### config.mk
export PLATFORM = sky130hd
export DESIGN_NAME = muldiv_unit
export DESIGN_NICKNAME = d
export VERILOG_FILES = /design/src/rtl/muldiv_pkg.sv /design/src/rtl/muldiv_div_core.sv /design/src/rtl/muldiv_unit.sv
export SDC_FILE = /design/constraint.sdc
export NUM_CORES = 2
export LEC_CHECK = 0
export ABC_AREA = 0
export ABC_CLOCK_PERIOD_IN_PS = 11400
export CAP_MARGIN = 20
export CORE_ASPECT_RATIO = 0.9
export CORE_MARGIN = 2
export CORE_UTILIZATION = 55
export DETAILED_ROUTE_END_ITERATION = 12
export PLACE_DENSITY = 0.75
export SKIP_LAST_GASP = 1
export SLEW_MARGIN = 25
export SYNTH_ARGS = -nofsm -noshare
export SYNTH_HDL_FRONTEND = slang
export SYNTH_HIERARCHICAL = 1
export SYNTH_SLANG_ARGS = --single-unit
### constraint.sdc
create_clock -name clk -period 11.4 [get_ports clk]
set_clock_uncertainty 0.15 [all_clocks]
set_input_delay 3.42 -clock clk [delete_from_list [all_inputs] [get_ports clk]]
set_output_delay 3.42 -clock clk [all_outputs]
set_load 0.03 [all_outputs]
### src/rtl/muldiv_pkg.sv
// Shared types and decode helpers for the RV32M/RV64M multiply/divide unit.
package muldiv_pkg;

  typedef enum logic [2:0] {
    MUL    = 3'b000,
    MULH   = 3'b001,
    MULHSU = 3'b010,
    MULHU  = 3'b011,
    DIV    = 3'b100,
    DIVU   = 3'b101,
    REM    = 3'b110,
    REMU   = 3'b111
  } muldiv_op_e;

  typedef enum logic [2:0] {
    S_IDLE,
    S_MUL,
    S_DIV,
    S_FIX,
    S_DONE
  } state_e;

  function automatic logic is_div(input muldiv_op_e op);
    return op[2];
  endfunction

endpackage

### src/rtl/muldiv_div_core.sv
// Iterative radix-2 restoring divider on unsigned magnitudes, one quotient bit per step.
module muldiv_div_core #(
  parameter int unsigned XLEN = 32
) (
  input  logic            clk,
  input  logic            rst,
  input  logic            load_i,
  input  logic [XLEN-1:0] dividend_i,
  input  logic [XLEN-1:0] divisor_i,
  input  logic            step_i,
  output logic [XLEN-1:0] quo_o,
  output logic [XLEN-1:0] rem_o,
  output logic            last_iter_o
);

  localparam int unsigned CW = $clog2(XLEN);

  logic [XLEN-1:0] quo_q, quo_d, rem_q, rem_d, dvs_q, dvs_d;
  logic [CW-1:0]   cnt_q, cnt_d;
  logic [XLEN:0]   shifted, trial;

  // The quotient register doubles as the dividend shift register.
  always_comb begin
    quo_d   = quo_q;
    rem_d   = rem_q;
    dvs_d   = dvs_q;
    cnt_d   = cnt_q;
    shifted = {rem_q, quo_q[XLEN-1]};
    trial   = shifted - {1'b0, dvs_q};
    if (load_i) begin
      quo_d = dividend_i;
      rem_d = '0;
      dvs_d = divisor_i;
      cnt_d = '0;
    end else if (step_i) begin
      if (!trial[XLEN]) begin
        rem_d = trial[XLEN-1:0];
        quo_d = {quo_q[XLEN-2:0], 1'b1};
      end else begin
        rem_d = shifted[XLEN-1:0];
        quo_d = {quo_q[XLEN-2:0], 1'b0};
      end
      cnt_d = cnt_q + 1'b1;
    end
  end

  always_ff @(posedge clk) begin
    if (rst) begin
      quo_q <= '0;
      rem_q <= '0;
      dvs_q <= '0;
      cnt_q <= '0;
    end else begin
      quo_q <= quo_d;
      rem_q <= rem_d;
      dvs_q <= dvs_d;
      cnt_q <= cnt_d;
    end
  end

  assign quo_o       = quo_q;
  assign rem_o       = rem_q;
  assign last_iter_o = (cnt_q == CW'(XLEN - 1));

endmodule

### src/rtl/muldiv_unit.sv
// EX-stage M-extension unit: pipelined multiply, iterative divide with special-case fast paths.
module muldiv_unit
  import muldiv_pkg::*;
#(
  parameter int unsigned XLEN       = 32,
  parameter int unsigned MUL_LAT    = 1,
  parameter int unsigned REG_ADDR_W = 5
) (
  input  logic                  clk,
  input  logic                  rst,
  input  logic                  start_i,
  input  logic [2:0]            op_i,
  input  logic [XLEN-1:0]       rs1_i,
  input  logic [XLEN-1:0]       rs2_i,
  input  logic [REG_ADDR_W-1:0] rd_i,
  input  logic                  flush_i,
  output logic                  busy_o,
  output logic                  done_o,
  output logic [XLEN-1:0]       result_o,
  output logic [REG_ADDR_W-1:0] rd_o
);

  localparam int unsigned PW       = 2 * XLEN;
  localparam int unsigned PIPE_D   = (MUL_LAT > 1) ? MUL_LAT - 1 : 1;
  localparam int unsigned MUL_LAST = (MUL_LAT > 1) ? MUL_LAT - 2 : 0;
  localparam int unsigned MCW      = 2;

  state_e                state_q, state_d;
  muldiv_op_e            op_c;
  logic                  accept_c;
  logic [PW-1:0]         a_ext_c, b_ext_c, prod_c;
  logic [XLEN-1:0]       mul_res_c, spec_res_c, issue_res_c, fix_res_c;
  logic [XLEN-1:0]       a_mag_c, b_mag_c, quo, rem;
  logic                  sa_c, sb_c, div_signed_c, a_neg_c, b_neg_c;
  logic                  div0_c, ovf_c, special_c, last_iter;
  logic [XLEN-1:0]       mul_pipe_q [PIPE_D];
  logic [MCW-1:0]        mul_cnt_q;
  logic [REG_ADDR_W-1:0] rd_q, rd_out_q;
  logic                  is_rem_q, q_neg_q, r_neg_q;
  logic [XLEN-1:0]       result_q;

  assign op_c     = muldiv_op_e'(op_i);
  assign accept_c = start_i && !flush_i && (state_q == S_IDLE || state_q == S_DONE);

  // Multiply operands are sign- or zero-extended so one 2*XLEN multiply serves all four ops.
  always_comb begin
    sa_c      = (op_c == MULH || op_c == MULHSU) && rs1_i[XLEN-1];
    sb_c      = (op_c == MULH) && rs2_i[XLEN-1];
    a_ext_c   = {{XLEN{sa_c}}, rs1_i};
    b_ext_c   = {{XLEN{sb_c}}, rs2_i};
    prod_c    = a_ext_c * b_ext_c;
    mul_res_c = (op_c == MUL) ? prod_c[XLEN-1:0] : prod_c[PW-1:XLEN];
  end

  // Divide operand conditioning and the results that bypass the iterative core.
  always_comb begin
    div_signed_c = !op_i[0];
    a_neg_c      = div_signed_c && rs1_i[XLEN-1];
    b_neg_c      = div_signed_c && rs2_i[XLEN-1];
    a_mag_c      = a_neg_c ? -rs1_i : rs1_i;
    b_mag_c      = b_neg_c ? -rs2_i : rs2_i;
    div0_c       = (rs2_i == '0);
    ovf_c        = div_signed_c && (rs1_i == {1'b1, {(XLEN-1){1'b0}}}) && (rs2_i == '1);
    special_c    = div0_c || ovf_c;
    if (div0_c) spec_res_c = op_i[1] ? rs1_i : '1;
    else        spec_res_c = op_i[1] ? '0 : rs1_i;
    issue_res_c  = is_div(op_c) ? spec_res_c : mul_res_c;
    if (is_rem_q) fix_res_c = r_neg_q ? -rem : rem;
    else          fix_res_c = q_neg_q ? -quo : quo;
  end

  muldiv_div_core #(.XLEN(XLEN)) u_div_core (
    .clk         (clk),
    .rst         (rst),
    .load_i      (accept_c && is_div(op_c)),
    .dividend_i  (a_mag_c),
    .divisor_i   (b_mag_c),
    .step_i      (state_q == S_DIV),
    .quo_o       (quo),
    .rem_o       (rem),
    .last_iter_o (last_iter)
  );

  always_ff @(posedge clk) begin
    if (rst) state_q <= S_IDLE;
    else     state_q <= state_d;
  end

  always_comb begin
    state_d = state_q;
    if (flush_i) begin
      state_d = S_IDLE;
    end else begin
      case (state_q)
        S_IDLE, S_DONE: begin
          if (start_i) begin
            if (is_div(op_c)) state_d = special_c ? S_DONE : S_DIV;
            else              state_d = (MUL_LAT > 1) ? S_MUL : S_DONE;
          end else begin
            state_d = S_IDLE;
          end
        end
        S_MUL:   if (mul_cnt_q == MCW'(MUL_LAST)) state_d = S_DONE;
        S_DIV:   if (last_iter) state_d = S_FIX;
        S_FIX:   state_d = S_DONE;
        default: state_d = S_IDLE;
      endcase
    end
  end

  always_comb begin
    busy_o = (state_q == S_MUL) || (state_q == S_DIV) || (state_q == S_FIX);
    done_o = (state_q == S_DONE);
  end

  // Datapath registers; result/rd only change on the edge that enters DONE.
  always_ff @(posedge clk) begin
    if (rst) begin
      for (int i = 0; i < int'(PIPE_D); i++) mul_pipe_q[i] <= '0;
      mul_cnt_q <= '0;
      rd_q      <= '0;
      is_rem_q  <= 1'b0;
      q_neg_q   <= 1'b0;
      r_neg_q   <= 1'b0;
      result_q  <= '0;
      rd_out_q  <= '0;
    end else begin
      mul_pipe_q[0] <= mul_res_c;
      for (int i = 1; i < int'(PIPE_D); i++) mul_pipe_q[i] <= mul_pipe_q[i-1];
      if (accept_c)              mul_cnt_q <= '0;
      else if (state_q == S_MUL) mul_cnt_q <= mul_cnt_q + 1'b1;
      if (accept_c) begin
        rd_q     <= rd_i;
        is_rem_q <= op_i[1];
        q_neg_q  <= a_neg_c ^ b_neg_c;
        r_neg_q  <= a_neg_c;
      end
      if (state_d == S_DONE) begin
        case (state_q)
          S_MUL: begin
            result_q <= mul_pipe_q[PIPE_D-1];
            rd_out_q <= rd_q;
          end
          S_FIX: begin
            result_q <= fix_res_c;
            rd_out_q <= rd_q;
          end
          default: begin
            result_q <= issue_res_c;
            rd_out_q <= rd_i;
          end
        endcase
      end
    end
  end

  assign result_o = result_q;
  assign rd_o     = rd_out_q;

endmodule

Word level (Yosys, flattened, before mapping)
Memory sizes are Yosys's and may differ from the RTL's. Cells that the tools add are included.

Output and inout bits: 39. Input port bits: 76. RAM bits: 32. Logic and storage cells: 86. Bits in registers: 151. Memories kept: 1.

Memory list: mul_pipe_q (depth 1, bits a word 32, rd ports 1, clocked after Yosys merged registers in 0, write ports 1, line muldiv_unit.sv:36) `logic [XLEN-1:0] mul_pipe_q [PIPE_D];`.

$add $sub $neg: 7. Equality and inequality tests: 10. Reduce and logical (&&, ||, !) cells: 26. Multiply operators: 1. Bitwise gates (word level): 1. Muxes and demuxes: 28.

Operator list (count): $mux W32 (14); $neg A32 Y32 (4); $eq A32 B32 Y1 const B (2); $mul A33 B33 Y64 (1); $pmux W32 S2 (1); $sub A33 B32 Y33 (1); $logic_not A32 Y1 (1); $reduce_or A32 Y1 (1); $mux W3 (6); $pmux W3 S4 (1); $eq A3 B2 Y1 const B (3); $logic_and A1 B1 Y1 (9); $reduce_or A2 Y1 (4); $eq A3 B1 Y1 const B (2); $eq A3 B3 Y1 const B (2); $logic_not A3 Y1 (2); $add A5 B1 Y5 const B (1); $eq A5 B5 Y1 const B (1); $logic_or A1 B1 Y1 (5); $mux W1 (5); $mux W5 (1); $add A2 B1 Y2 const B (1); $logic_not A1 Y1 (2); $logic_not A2 Y1 (1); 2 further kinds (2).

Depth between registers and ports, before layout
Word-level depth: 10. Mapped depth: 33. Depth with buffers taken out: 31.

By module
Netlist, hierarchy kept.

Modules (own cells, without submodules): muldiv_unit (cells an instance 5360, seq. area each 1641.6 um^2, area each 45712.6 um^2, instances 1); muldiv_div_core (cells an instance 771, seq. area each 2021.9 um^2, area each 6104.6 um^2, instances 1).

Worst setup path after synthesis
OpenSTA, ideal clock, no wires.

Path kind: in2reg. Start point: input op_i[0]. End point: register result_q[31], in the netlist result_o[31]. Data required time: 11.176 ns. Path buffers: 3. Library setup time: 0.074 ns. Data arrival time: 11.877 ns. Path slack: -0.701 ns. Stages: 31. Cells stage by stage: clkbuf_1 > nand2b_1 > a21oi_1 > and2_0 > clkbuf_1 > nand2_1 > fa_1 > fa_1 > inv_1 > fa_1 > inv_1 > fa_1 > inv_1 > fa_1 > fa_1 > inv_1 > fa_1 > fa_1 > inv_1 > ha_1 > clkbuf_1 > a21o_1 > a21o_1 > a21oi_1 > o21bai_1 > a21oi_1 > o21bai_1 > a21oi_1 > nand3_1 > a311o_1 > a31oi_1.

Longest elaborated chain between the ends: 10. Elaborated cells between the ends (all ways): 20. Those cells by class: mul (1); eq/ne (3); mux (8); reduce/logical (8).

RTL lines: start: declaration (line muldiv_unit.sv:12) `input logic [2:0] op_i,`; branches (longest 10 deep; another with $mul A33 B33 Y64); end signal: assignment (line muldiv_unit.sv:141) `result_q <= mul_pipe_q[PIPE_D-1];`; end signal: assignment (line muldiv_unit.sv:145) `result_q <= fix_res_c;`; end signal: assignment (line muldiv_unit.sv:149) `result_q <= issue_res_c;`; end: declaration (line muldiv_unit.sv:40) `logic [XLEN-1:0] result_q;`.

Parallel ways; which one is timed is not known. A chain may end at the register's enable or synchronous reset.

Worst setup path in the final report
Start point: input rs1_i[23]. End point: register result_q[31], in the netlist result_o[31].

Longest elaborated chain between the ends: 10. Elaborated cells between the ends (all ways): 14. Those cells by class: mul (1); eq/ne (2); mux (8); reduce/logical (3).

RTL lines: start: declaration (line muldiv_unit.sv:13) `input logic [XLEN-1:0] rs1_i,`; branches (longest 10 deep; another with $mul A33 B33 Y64).

Parallel ways; which one is timed is not known.

==> run_results.csv <==
group,metric,value,unit
clock_tree,clkLatencyLatePin,0.47,ns
logic_synthesis,syn_nets,7585,
worst_hold_path,hold_depth,2,
clock_tree,cts-root-buf,"clkbuf_16",
timing,fmax,89.4,MHz
logic_synthesis,synth-adder-area-share,50.1,%
global_routing,overflow,0,
global_routing,grt_pass1_vias,45400,
timing,hold_viol,0,
logic_synthesis,avgSynthCellArea,8.45,um2
routing,drt-initial-drc-count,4048,
critical_path,regToRegStartpoint,"u_div_core/quo_o[31]$_SDFFE_PP0P_",
critical_path,reg2reg_to,"u_div_core/rem_o[27]$_SDFFE_PP0P_",
timing,min_period_over_period,98.1,%
logic_synthesis,synth_seq_area_share,7.07,%
critical_path,critical-path-top-delay-family,"adder cells",
flow_run,drv_cap,0,
timing,max_slew_margin,28.1,%
placement,portBuffers,114,
logic_synthesis,synth_edf_count,0,
critical_path,startpoint_type,"input pin",
die,die_x,328,um
routing,drtAntennaViolNets,0,
logic_synthesis,synth-main-ff-cell,"dfxtp_1",
logic_synthesis,ys_ff_latch,183,
layout,area_growth,12.2,%
timing,fin_crit,11.18,ns
timing,worst_slack,0.217,ns
die,coreArea,93100,um2
worst_hold_path,hold_class,"reg2reg",
critical_path,worst_path_largest_cell_delay,0.55,ns
routing,route.detailed.drc,0,
die,initial_core_util,55.7,%
logic_synthesis,muxShareOfSynthArea,1.82,%
routing,first_pass_iters,7,
clock_tree,cts.sinks,183,
placement,finalWeightedCongestion,1.01,
global_routing,grt_usage,34.7,%
critical_path,cp_slowest_cell,"fa_1",
critical_path,critPathBufInv,9,
logic_synthesis,synthTopCellsByArea,"fa_1, inv_1, nand2_1",
global_routing,antenna_found_initial,15,
worst_hold_path,holdPathEnd,"rd_q[1]$_SDFFE_PP0P_",
timing,rsz0062_at_grt,"yes",
logic_synthesis,synth_top_family_by_area,"adder cells",
placement,dp_slack,-0.664,ns
layout,nFillCells,8026,
die,rows,106,
clock_tree,cts_max_level,4,
placement,dp_hpwl,136000,um
logic_synthesis,synth_largest_area_cell,"fa_1",
timing,setup_viol,0,
layout,final_layout_size_suffix_gt1_share,10.8,%
die,die_area,96700,um2
routing,drt-total-wl,163000,um
logic_synthesis,netlist_area,51800,um2
routing,vias,43500,
logic_synthesis,synthXorXnorAreaFrac,3.75,%
logic_synthesis,synthSimpleGateAreaFrac,16.5,%
clock_tree,clk_pin_slew,0.08,ns
logic_synthesis,yosysTopAreaCellShare,43.5,%
global_routing,grt_max_degree,87,
clock_tree,cts_buffers,17,
die,die_h,295,um
clock_tree,cts_tree,"done",
critical_path,reg2regPathDepth,13,
layout,nNetsFinal,7834,
routing,routed_via_density,5.69,
global_routing,grt_pass1_wl,259000,um
logic_synthesis,syn-instance-count,6131,
critical_path,crit_path_max_fanout,6,
critical_path,regToRegSetupSlack,7.36,ns
timing,slew_violations,0,
logic_synthesis,synth_cell_types,99,
critical_path,endpoint_kind,"register",
critical_path,arrival,11.43,ns
critical_path,cp.required,11.65,ns
clock_tree,cts.path.max_buffers,2,
logic_synthesis,async_reset_ff_share,0,%
die,ios,115,
critical_path,cp_common_cell,"fa_1",
run_status,status,"finished clean",
worst_hold_path,min-delay-start,"rd_q[1]$_SDFFE_PP0P_",
timing,worst_pin_slew,1.08,ns
critical_path,crit_type,"in2reg",
logic_synthesis,yosysWarnings,6,
logic_synthesis,synth_compound_area_share,8.69,%
clock_tree,cts_hold_buffers,0,
routing,drt-wirelength-per-cell,21.4,um
how the worst max path moves through the flow:
| stage | from | depth (start not counted) | end | slack, ns |
|---|---|---|---|---|
| after floorplan | op_i[0] | 33 | result_o[31]$_SDFFE_PP0N_ | 0.007 |
| after global placement | op_i[1] | 30 | result_o[30]$_SDFFE_PP0N_ | -0.50 |
| after detailed placement | op_i[1] | 28 | result_o[28]$_SDFFE_PP0N_ | -0.66 |
| after CTS | op_i[1] | 31 | result_o[31]$_SDFFE_PP0N_ | -0.02 |
| after global routing | rs1_i[23] | 28 | result_o[31]$_SDFFE_PP0N_ | -0.009 |
| final | rs1_i[23] | 28 | result_o[31]$_SDFFE_PP0N_ | 0.22 |
worst min-delay path, cell delays in order (launching register included):
cell and delay (ns):
dfxtp_1 0.31, nand2_1 0.05, a21oi_1 0.05
layer usage:
metal	routed length, um	track usage (%)	up-vias
li1	-	-	19100
met1	66200	47.7	21800
met2	73300	54.0	2136
met3	15800	6.62	411
met4	8000	14.9	14
met5	96	0	-
state kept, by name, indices dropped and copies added (netlist names):
register and count:
mul_pipe_q 32, result_o 32, u_div_core/dvs_q 32, u_div_core/quo_o 32, u_div_core/rem_o 32, rd_o 5, rd_q 5, u_div_core/cnt_q 5
state_q 3, mul_cnt_q 2, is_rem_q 1, q_neg_q 1, r_neg_q 1
area by class of cell:
| cell class | count | area [um2] | area share (%) |
|---|---|---|---|
| clock buffer | 18 | 439 | 0.755 |
| clock inverter | 14 | 191 | 0.329 |
| sequential | 183 | 3670 | 6.30 |
| antenna | 8 | 20.0 | 0.0344 |
| inverter | 1245 | 4680 | 8.05 |
| multi-input combinational | 4302 | 42100 | 72.4 |
| tap | 1242 | 1550 | 2.67 |
| timing repair buffer | 631 | 5480 | 9.42 |
timing repair:
item,in CTS,in global routing
buffers inserted,4,9
endpoints found under the setup margin,14,51
resized for setup,8,35
pin swaps,3,17
cells in the mapped netlist (all sizes together), types with 7 or more instances:
cell type / number
inv: 1245
fa: 1126
nand2: 989
nor2: 310
and2: 306
clkbuf: 298
ha: 252
a21oi: 228
dfxtp: 183
o21ai: 152
xnor2: 135
buf: 103
mux2i: 93
xor2: 85
nand3: 50
nor3: 42
nand4: 41
a31oi: 36
o31ai: 35
a21o: 32
o211ai: 30
a211oi: 28
maj3: 27
or4: 22
o21bai: 21
or3: 21
and3: 19
nor4: 19
o21a: 18
o41ai: 18
nand2b: 16
or2: 13
a311oi: 12
nor2b: 12
a21boi: 10
a221oi: 8
o221ai: 8
o2111ai: 7
o22ai: 7
cells in the final DEF (no fill, tap or decap), types with 27 or more instances in the layout:
master	netlist	routed
a21o_1	32	32
a21oi_1	227	216
a31oi_1	35	34
and2_1	305	304
buf_12	0	51
buf_2	19	37
buf_4	3	467
clkdlybuf4s50_1	0	72
dfxtp_1	183	181
fa_1	1126	1121
ha_1	252	249
inv_1	1244	1237
maj3_1	27	27
mux2i_1	93	93
nand2_1	988	986
nand3_1	50	50
nand4_1	41	41
nor2_1	308	305
nor3_1	42	40
o211ai_1	29	29
o21ai_0	141	135
o31ai_1	33	32
xnor2_1	134	134
xor2_1	84	84
per-stage QoR:
step | hold WS (ns) | util [%] | instance area (um2) | std cells | setup TNS [ns]
6_report | 0.309 | 62.5 | 58200 | 7643 | 0
5_1_grt | 0.326 | 62.5 | 58100 | 7640 | -0.00887
3_3_place_gp | 0.292 | 61.5 | 57200 | 7590 | -12.46
2_1_floorplan | 0.287 | - | 51900 | 6131 | 0
3_5_place_dp | 0.297 | 61.5 | 57200 | 7590 | -17.79
4_1_cts | 0.308 | 62.2 | 57900 | 7626 | -0.0206
cells by family after synthesis:
| family | count (synthesis) |
|---|---|
| AND/OR/NAND/NOR | 1882 |
| flip-flops | 183 |
| buffers and inverters | 1646 |
| AO/OA/AOI/OAI | 701 |
| multiplexers | 94 |
| XOR/XNOR | 220 |
| adder cells (fa/ha/maj) | 1405 |
Power is not shown: default switching activity piles up to over one toggle a cycle in this logic, so the estimate is an artifact.
